## src/rtl/lcm_pkg.sv

```systemverilog
// Shared definitions for the LCM packet path: flit tags, field positions,
// transmit FSM states and the response request record.
package lcm_pkg;

  localparam int FLIT_W   = 134;
  localparam int TAG_HI   = 133;
  localparam int TAG_LO   = 132;
  localparam int REG_N_HI = 127;
  localparam int REG_N_LO = 120;
  localparam int VALUE_HI = 119;
  localparam int VALUE_LO = 56;
  localparam int RD_BIT   = 48;

  localparam logic [1:0] LCM_HEAD = 2'b01;
  localparam logic [1:0] LCM_MID  = 2'b11;
  localparam logic [1:0] LCM_TAIL = 2'b10;

  typedef enum logic [1:0] {
    ST_IDLE,
    ST_HEAD,
    ST_MID,
    ST_TAIL
  } lcm_state_e;

  typedef struct packed {
    logic        is_rd;
    logic [7:0]  reg_n;
    logic [63:0] value;
  } lcm_rsp_req_t;

  // Flit emitted while in state st; IDLE yields an all-zero bus.
  function automatic logic [FLIT_W-1:0] lcm_build_flit(input lcm_state_e st,
                                                       input logic [7:0] lmid,
                                                       input lcm_rsp_req_t req);
    logic [FLIT_W-1:0] f;
    f = '0;
    case (st)
      ST_HEAD: begin
        f[TAG_HI:TAG_LO]     = LCM_HEAD;
        f[REG_N_HI:REG_N_LO] = lmid;
        f[RD_BIT]            = req.is_rd;
      end
      ST_MID:  f[TAG_HI:TAG_LO] = LCM_MID;
      ST_TAIL: begin
        f[TAG_HI:TAG_LO]     = LCM_TAIL;
        f[REG_N_HI:REG_N_LO] = req.reg_n;
        // write acks carry no payload
        f[VALUE_HI:VALUE_LO] = req.is_rd ? req.value : 64'd0;
      end
      default: f = '0;
    endcase
    return f;
  endfunction

endpackage

```

## src/rtl/lcm_rsp_hold.sv

```systemverilog
// One-entry request holding register with saturating drop counter.
// A pop and a push in the same cycle refill the freed slot.
module lcm_rsp_hold
  import lcm_pkg::*;
(
  input  logic         clk,
  input  logic         rst_n,
  input  logic         push,
  input  lcm_rsp_req_t push_req,
  input  logic         pop,
  output logic         full,
  output lcm_rsp_req_t req,
  output logic [15:0]  drop_cnt
);

  // Slot occupancy, contents and drop accounting.
  always_ff @(posedge clk) begin
    if (!rst_n) begin
      full     <= 1'b0;
      req      <= '0;
      drop_cnt <= 16'd0;
    end else begin
      if (push && (!full || pop)) begin
        full <= 1'b1;
        req  <= push_req;
      end else if (pop) begin
        full <= 1'b0;
      end
      if (push && full && !pop && drop_cnt != 16'hFFFF)
        drop_cnt <= drop_cnt + 16'd1;
    end
  end

endmodule

```

## src/rtl/lcm_rsp_builder.sv

```systemverilog
// LCM response builder: serialises register read results / write acks into
// head, MID_FLITS middle and tail flits on the 134-bit packet bus.
module lcm_rsp_builder
  import lcm_pkg::*;
#(
  parameter string      PLATFORM  = "Xilinx-OpenBox-S4",
  parameter logic [7:0] LMID      = 8'd3,
  parameter logic [3:0] MID_FLITS = 4'd2
) (
  input  logic         clk,
  input  logic         rst_n,
  input  logic         rsp_req_valid,
  input  logic         rsp_req_is_rd,
  input  logic [7:0]   rsp_req_reg_n,
  input  logic [63:0]  rsp_req_value,
  output logic [133:0] out_lcm_data,
  output logic         out_lcm_data_wr,
  output logic         out_lcm_data_valid,
  output logic         out_lcm_data_valid_wr,
  input  logic         out_lcm_data_ready,
  output logic         rsp_busy,
  output logic [15:0]  rsp_drop_cnt
);

  localparam logic [3:0] MID_LAST = MID_FLITS - 4'd1;

  lcm_state_e   state, state_nxt;
  logic [3:0]   mid_cnt, mid_cnt_nxt;
  lcm_rsp_req_t cur_req, live_req, hold_req, sel_req;
  logic         hold_full, launch, pop, push;

  assign live_req = '{is_rd: rsp_req_is_rd, reg_n: rsp_req_reg_n, value: rsp_req_value};

  // Ready is only looked at in IDLE; the held request wins over the live one.
  assign launch  = (state == ST_IDLE) && out_lcm_data_ready && (hold_full || rsp_req_valid);
  assign pop     = launch && hold_full;
  assign push    = rsp_req_valid && !(launch && !hold_full);
  assign sel_req = hold_full ? hold_req : live_req;

  lcm_rsp_hold u_hold (
    .clk      (clk),
    .rst_n    (rst_n),
    .push     (push),
    .push_req (live_req),
    .pop      (pop),
    .full     (hold_full),
    .req      (hold_req),
    .drop_cnt (rsp_drop_cnt)
  );

  // Next-state and middle-flit counter.
  always_comb begin
    state_nxt   = state;
    mid_cnt_nxt = mid_cnt;
    case (state)
      ST_IDLE: if (launch) state_nxt = ST_HEAD;
      ST_HEAD: begin
        mid_cnt_nxt = 4'd0;
        state_nxt   = (MID_FLITS != 4'd0) ? ST_MID : ST_TAIL;
      end
      ST_MID: begin
        if (mid_cnt == MID_LAST) state_nxt = ST_TAIL;
        else                     mid_cnt_nxt = mid_cnt + 4'd1;
      end
      ST_TAIL: state_nxt = ST_IDLE;
      default: state_nxt = ST_IDLE;
    endcase
  end

  // State, latched request and registered flit outputs (driven from next state).
  always_ff @(posedge clk) begin
    if (!rst_n) begin
      state                 <= ST_IDLE;
      mid_cnt               <= 4'd0;
      cur_req               <= '0;
      out_lcm_data          <= '0;
      out_lcm_data_wr       <= 1'b0;
      out_lcm_data_valid    <= 1'b0;
      out_lcm_data_valid_wr <= 1'b0;
    end else begin
      state   <= state_nxt;
      mid_cnt <= mid_cnt_nxt;
      if (launch) cur_req <= sel_req;
      out_lcm_data          <= lcm_build_flit(state_nxt, LMID, launch ? sel_req : cur_req);
      out_lcm_data_wr       <= (state_nxt != ST_IDLE);
      out_lcm_data_valid    <= (state_nxt == ST_TAIL);
      out_lcm_data_valid_wr <= (state_nxt == ST_TAIL);
    end
  end

  assign rsp_busy = (state != ST_IDLE) || hold_full;

endmodule
```

## config.mk

```make
export PLATFORM = sky130hd
export DESIGN_NAME = lcm_rsp_builder
export DESIGN_NICKNAME = d
export VERILOG_FILES = /design/src/rtl/lcm_pkg.sv /design/src/rtl/lcm_rsp_hold.sv /design/src/rtl/lcm_rsp_builder.sv
export SDC_FILE = /design/constraint.sdc
export NUM_CORES = 1
export LEC_CHECK = 0
export CAP_MARGIN = 20
export CORE_MARGIN = 2
export CORE_UTILIZATION = 35
export DETAILED_ROUTE_END_ITERATION = 6
export PLACE_DENSITY = 0.66
export SYNTH_ARGS = -nofsm -noshare
export SYNTH_HDL_FRONTEND = slang
export SYNTH_SLANG_ARGS = --single-unit
```

## constraint.sdc

```tcl
create_clock -name clk -period 2.4 [get_ports clk]
set_clock_uncertainty 0.05 [all_clocks]
set_input_delay 0.36 -clock clk [delete_from_list [all_inputs] [get_ports clk]]
set_output_delay 0.36 -clock clk [all_outputs]
set_load 0.005 [all_outputs]
```

==> out/qor.yml, run 1 <==
worst_setup_path:
  worstReg2RegEnd: "out_lcm_data[88]"
  startpoint_type: "flip-flop"
  endpoint_kind: "output pin"
  worst_ep_arrival_time_ns: 1.91
  cp.required_ns: 1.99
  reg2regPathDepth: 12
  worstSetupPathType: "flip-flop to output pin"
  r2r_setup_slack_ns: 0.18
  reg2reg_from: "state[0]"
  crit_fanout: 8
final_layout:
  num-nets-final: 1235
  fillers: 2406
  drive_above_1_share_pct: 9.63
  syn_to_final_growth_pct: 33.5
  final_cell_area_um2: 11800
  diodes: 0
detailed_routing:
  wl_met1_mm: 9.89
  viasPerCell: 4.93
  wl_met2_mm: 10.7
  highest_layer: "met4"
  post-route-drc-count: 0
  wl_per_cell_um: 15.1
  postRouteAntennaNets: 0
  drt_iter0_drc: 707
  vias: 7357
  drt_wl_total_mm: 22.6
  first_pass_iters: 7
  route.met3.wl_mm: 1.66
min_path:
  hold_end: "u_hold.req[67]"
  hold_depth: 3
  hold_class: "input port to flip-flop"
  worstHoldStart: "rsp_req_reg_n[3]"
synth:
  synth_top_area_share_pct: 55.4
  synth_compound_area_share_pct: 15.2
  synth_edf_count: 0
  synth_top_family_by_area: "simple AND/OR/NAND/NOR gates"
  synth-seq-cells: 245
  synthSimpleGateAreaFrac_pct: 17.9
  synthTopCellsByArea: "dfxtp_1, a222oi_1, nand2_1"
  synth_xor_area_share_pct: 0.0989
  syn_avg_cell_area_um2: 9.14
  ys.flop_type: "dfxtp_1"
  ys_warn_count: 0
  yosys.area.top_type: "dfxtp_1"
  ys_types: 45
  syn_inst: 969
  netlist_area_um2: 8850
  synthArstFlopShare_pct: 0
  synthMuxAreaShare_pct: 1.03
  synthAdderAreaFrac_pct: 1.55
  yosysSeqAreaShare_pct: 55.4
clocking:
  post-cts-setup-buffers: 0
  cts_buffers: 26
  insertion_delay_ns: 0.52
  cts_tree: "built"
  cts_max_level: 1
  clockBufferDepth: 3
  clkTransAtPathRegs_ns: 0.06
  cts.sinks: 245
  cts.root.buffer_cell: "clkbuf_16"
place:
  placed_cell_area_um2: 11000
  gp_routability_congestion: 0.775
  dp_slack_ns: -0.159
  io_buffers: 171
  dp_hpwl_mm: 14.5
sta:
  worst_slew_pin_slew_ns: 0.620
  fmax_ghz: 0.431
  grt_setup_unrepaired: "false"
  final.setup.tns_ns: 0
  finalWorstSetupSlack_ns: 0.0804
  hold_violations: 0
  slew_headroom_pct: 58.6
  slew_viol_final: 0
  setup_viol: 0
  fin_crit_sh_pct: 96.6
  holdWs_ns: 0.363
  period_needed_ns: 2.32
floorplanning:
  initial_core_util_pct: 35.4
  core.rowCount: 58
  die_w_um: 163
  die_h_um: 163
  die-area_um2: 26600
  ios: 231
  core_um2: 25000
grt:
  antenna_found_initial: 0
  grt_pass1_vias: 6802
  grt_pass1_wl_mm: 34.9
  grt.total_usage_pct: 16.2
  grt_overflow: 0
  grt_max_degree: 106
status:
  status: "finished clean"
power_and_ir_drop:
  total_power_mw: 10.0
  powerDensity_nw_per_um2: 845
  power.leakage_nw: 4.49
  peakVddDrop_uv: 394
run:
  cap_viol_max_count: 0
==> sequential cells by signal, summed over array words and instances (netlist names) <==
name	cells
u_hold.full	1
out_lcm_data_wr	1
cur_req	73
out_lcm_data_valid_wr	1
u_hold.req	73
u_hold.drop_cnt	16
state	1
out_lcm_data	75
mid_cnt	4
==> critical path, stage by stage (launching register included) <==
cell and delay (ns):
dfxtp_2 0.32, inv_1 0.06, ha_1 0.22, buf_4 0.17, nand2b_1 0.10, clkdlybuf4s50_1 0.51
==> synthesized netlist by cell type (9+ instances only) <==
cell	instances
a21oi_1	90
a222oi_1	64
and2_1	10
and3_1	9
buf_4	62
clkbuf_1	56
dfxtp_1	245
ha_1	11
inv_1	10
nand2_1	168
nand4_1	10
nor2_1	134
==> area by class of cell <==
type,instances,area [µm²],area share [%]
clock buffers,38,736,6.22
clock inverters,6,41.3,0.349
well taps,330,413,3.49
repair buffers,222,2240,18.9
inverters,11,43.8,0.370
flip-flops and latches,245,4910,41.5
multi-input cells,641,3450,29.2
==> cells by family (layout without fill, tap and decap cells) <==
| family | count (synthesis) | after routing |
|---|---|---|
| other | 1 | 59 |
| flip-flops | 245 | 245 |
| multiplexers | 9 | 9 |
| AO/OA/AOI/OAI | 189 | 189 |
| AND/OR/NAND/NOR | 372 | 372 |
| buffers and inverters | 141 | 277 |
| adder cells (fa/ha/maj) | 11 | 11 |
| XOR/XNOR | 1 | 1 |
==> how the worst max path moves through the flow <==
| stage | to | slack, ns | cells past startpoint | startpoint |
|---|---|---|---|---|
| floorplan | out_lcm_data[68] | 0.02 | 12 | state[0] |
| global placement | out_lcm_data[86] | -0.18 | 10 | rsp_req_valid |
| detailed placement | out_lcm_data[72] | -0.16 | 10 | rsp_req_valid |
| CTS | out_lcm_data[76] | 0.03 | 11 | mid_cnt[1] |
| global route | rsp_busy | 0.01 | 5 | state[0] |
| finish | rsp_busy | 0.08 | 5 | state[0] |
==> per-stage QoR <==
| step | cells | utilization, % |
|---|---|---|
| after detailed placement | 1449 | 43.9 |
| final | 1493 | 47.2 |
| after CTS | 1493 | 47.1 |
| after global routing | 1493 | 47.2 |
| after floorplan | 1027 | - |
| after global placement | 1449 | 43.9 |
==> placed cells by master, fill, tap and decap left out, drive strengths merged, types with 7 or more instances in the layout <==
cell type      count
nand3              7
a21oi             90
and3               9
nor2             134
clkbuf            38
buf               51
nand2            169
dfxtp            245
a222oi            64
mux2i              8
nand2b             8
clkdlybuf4s50    171
inv               11
or4                7
conb              59
ha                11
nand4             10
and2              10
==> routing by layer <==
layer	vias up	track usage, %
met4	0	4.18
met3	25	3.35
met5	-	0
met2	278	27.2
met1	3451	21.4
li1	3603	-
==> report_power, final <==
part / switching (mW) / internal (mW) / leakage (nW)
logic: 1.02 / 0.830 / 2.11
clock network: 1.55 / 2.11 / 0.385
registers: 0.120 / 4.38 / 1.99
==> timing repair <==
| action | 4_1_cts | 5_1_grt |
|---|---|---|
| gates resized for setup | 0 | 16 |
| hold buffers | 0 | 0 |
| endpoints found under the setup margin | 0 | 64 |
No activity file was read; power rests on OpenSTA's default activity.
==> run 2, diff against run 1 <==
- GPL_TIMING_DRIVEN: not set -> 0
==> run 2 against run 1 <==
Largest power group unchanged. First-iteration DRC count is 5.5% lower. Count of clock-buffer cells in the layout is 4 lower. Routed wire length is 8.8% higher. Combinational power hardly changed. Highest routed layer unchanged. The flow now finishes with violations (design-rule violations). Clock power is 19% higher. Critical path type is now flip-flop to flip-flop.
==> out/qor.yml, run 2 (synthesized netlist as in run 1, its figures left out) <==
final_layout:
  num-nets-final: 1330  # +7.7%
  top_register: "out_lcm_data"
  largest_reg_flops: 75  # unchanged
  layout_common_cells: "dfxtp_1, clkdlybuf4s50_1, nand2_1, nor2_1, a21oi_1"
  drive_above_1_share_pct: 14.0  # +4.4 points
  final_cell_area_um2: 12500  # +5.8%
  layout_commonest_cell: "dfxtp_1"
  fillers: 2358  # -2.0%
  largestRegisters: "out_lcm_data: 75 flops, cur_req: 73 flops, u_hold.req: 73 flops"
  finalNonFillerCells: 1593  # +6.7%
  syn_to_final_growth_pct: 41.3
sta:
  setup_viol: 0  # unchanged
  hold_violations: 0  # unchanged
  holdWs_ns: 0.209  # -0.154 ns
  slew_headroom_pct: 57.3  # -1.3 points
  fin_crit_sh_pct: 96.7  # about the same
  period_needed_ns: 2.32  # +0.00120 ns
  worst_slew_pin_slew_ns: 0.634  # +0.0140 ns
  slew_viol_final: 0  # unchanged
  fmax_ghz: 0.431  # about the same
worst_setup_path:
  worst_ep_arrival_time_ns: 2.66  # +0.75 ns
  reg2reg_from: "mid_cnt[1]"
  worstSetupPathType: "flip-flop to flip-flop"
  endpoint_kind: "flip-flop"
  startpoint_type: "flip-flop"
  crit_path_start: "mid_cnt[1]"
  crit_fanout: 10  # +2
  cp.required_ns: 2.74  # +0.75 ns
grt:
  met2_usage_pct: 29.6  # +2.4 points
  grt_overflow: 0  # unchanged
  grt-busiest-layer: "met2"
  grt_pass1_wl_mm: 38.6  # +11%
  grt_use_met1_pct: 23.7  # +2.3 points
  grt_pass1_vias: 7460  # +9.7%
  use_met3_pct: 4.32  # +0.96 points
  antenna_found_initial: 2  # +2
  grt_max_degree: 14  # -87%
  grt.total_usage_pct: 18.0  # +1.8 points
clocking:
  clockBufferDepth: 3  # unchanged
  insertion_delay_ns: 0.53  # about the same
  cts.root.buffer_cell: "clkbuf_16"
  cts_buffers: 27  # +3.8%
  cts_max_level: 1  # unchanged
  cts_tree: "built"
  clkTransAtPathRegs_ns: 0.06  # about the same
  cts.sinks: 245  # unchanged
  holdBufCountCts: 0  # unchanged
detailed_routing:
  viasPerCell: 4.84  # -1.8%
  postRouteAntennaNets: 0  # unchanged
  vias: 7709  # +4.8%
  wl_per_cell_um: 15.4  # +2.0%
  post-route-drc-count: 22  # +22
  first_pass_iters: 7  # unchanged
  drt_wl_total_mm: 24.6  # +8.8%
  drt_iter0_drc: 668  # -5.5%
power_and_ir_drop:
  p_int_mw: 7.89  # +7.9%
  total_power_mw: 10.7  # +7.1%
  switchingPower_mw: 2.82  # +5.1%
  clkPwrFrac_pct: 40.7  # +4.1 points
  peakVddDrop_uv: 530  # +35%
  sw_frac_of_total_pct: 26.3  # -0.51 points
  seq_power_share_pct: 42.0  # -3.0 points
  p_comb_share_pct: 17.3  # -1.2 points
  powerDensity_nw_per_um2: 856  # +1.2%
  power.leakage_nw: 4.90  # +9.1%
min_path:
  hold_class: "input port to flip-flop"
  worstHoldStart: "out_lcm_data_ready"
status:
  status: "complete, but fails checks"
  violations: "design-rule violations"
floorplanning:
  ios: 231  # unchanged
  core_um2: 25000  # unchanged
  die-area_um2: 26600  # unchanged
  die_w_um: 163  # unchanged
  initial_core_util_pct: 35.4  # unchanged
  core.rowCount: 58  # unchanged
  die_h_um: 163  # unchanged
place:
  dp_hpwl_mm: 16.6  # +14%
  gp_routability_congestion: 0.794  # +2.5%
  io_buffers: 169  # -1.2%
  placed_cell_area_um2: 11200  # +1.9%
  dp_cells: 1529  # +5.5%
run:
  cap_viol_max_count: 0  # unchanged
-- run 2: final timing paths --
path / to / slack, ns / cells after the start
setup / recovery: out_lcm_data[71] / 0.08 / 13
hold reg to reg: u_hold.req[58] / 0.40 / 2
setup reg to reg: out_lcm_data[71] / 0.08 / 13
hold / removal: cur_req[70] / 0.21 / 3
-- run 2: area by class of cell --
type                    instances  area, µm²  area share (%)
flip-flops and latches        245       4910            39.2
repair buffers                188       1870            15.0
clock buffers                  34        772            6.17
plain buffers                 128        846            6.76
multi-input cells             641       3470            27.7
well taps                     330        413            3.30
inverters                      11       41.3           0.330
diodes                          2       5.00          0.0400
clock inverters                14        184            1.47
-- run 2: worst max-delay path, cell delays in order (launching register included) --
cell      delay [ns]
dfxtp_2         0.35
inv_1           0.04
ha_1            0.18
nor4b_2         0.16
o21ai_1         0.22
and2_4          0.20
inv_2           0.05
ha_4            0.15
and2_4          0.13
o211ai_1        0.08
buf_4           0.20
buf_4           0.15
clkbuf_8        0.17
nor2_1          0.06
-- run 2: per-stage QoR --
stage               setup WS, ns  utilization [%]  setup TNS (ns)
detailed placement        -0.677             44.8         -104.15
global placement          -0.872             44.7         -113.23
global route             -0.0450             50.0          -0.727
CTS                      0.00477             49.6               0
floorplan                 0.0201                -               0
finish                    0.0792             50.0               0
-- run 2: routing by layer --
layer | up-vias | wire, µm
met5 | - | 0
met3 | 40 | 1940
met1 | 3583 | 10800
li1 | 3796 | -
met2 | 290 | 11400
met4 | 0 | 521
-- run 2: repair_timing --
item / in CTS / in global routing
gates cloned: 4 / 0
endpoints found under the setup margin: 194 / 161
buffers inserted: 6 / 6
resized for setup: 37 / 22
pin swaps: 3 / 2
-- run 2: power by group through the flow --
stage / clock (mW) / combinational (mW) / sequential [mW]
after CTS: 4.44 / 1.80 / 4.50
after floorplan: 0 / 1.09 / 4.56
final: 4.36 / 1.85 / 4.50
after global placement: 0 / 1.66 / 4.57
after detailed placement: 0 / 1.69 / 4.58
after global routing: 4.61 / 2.05 / 4.53
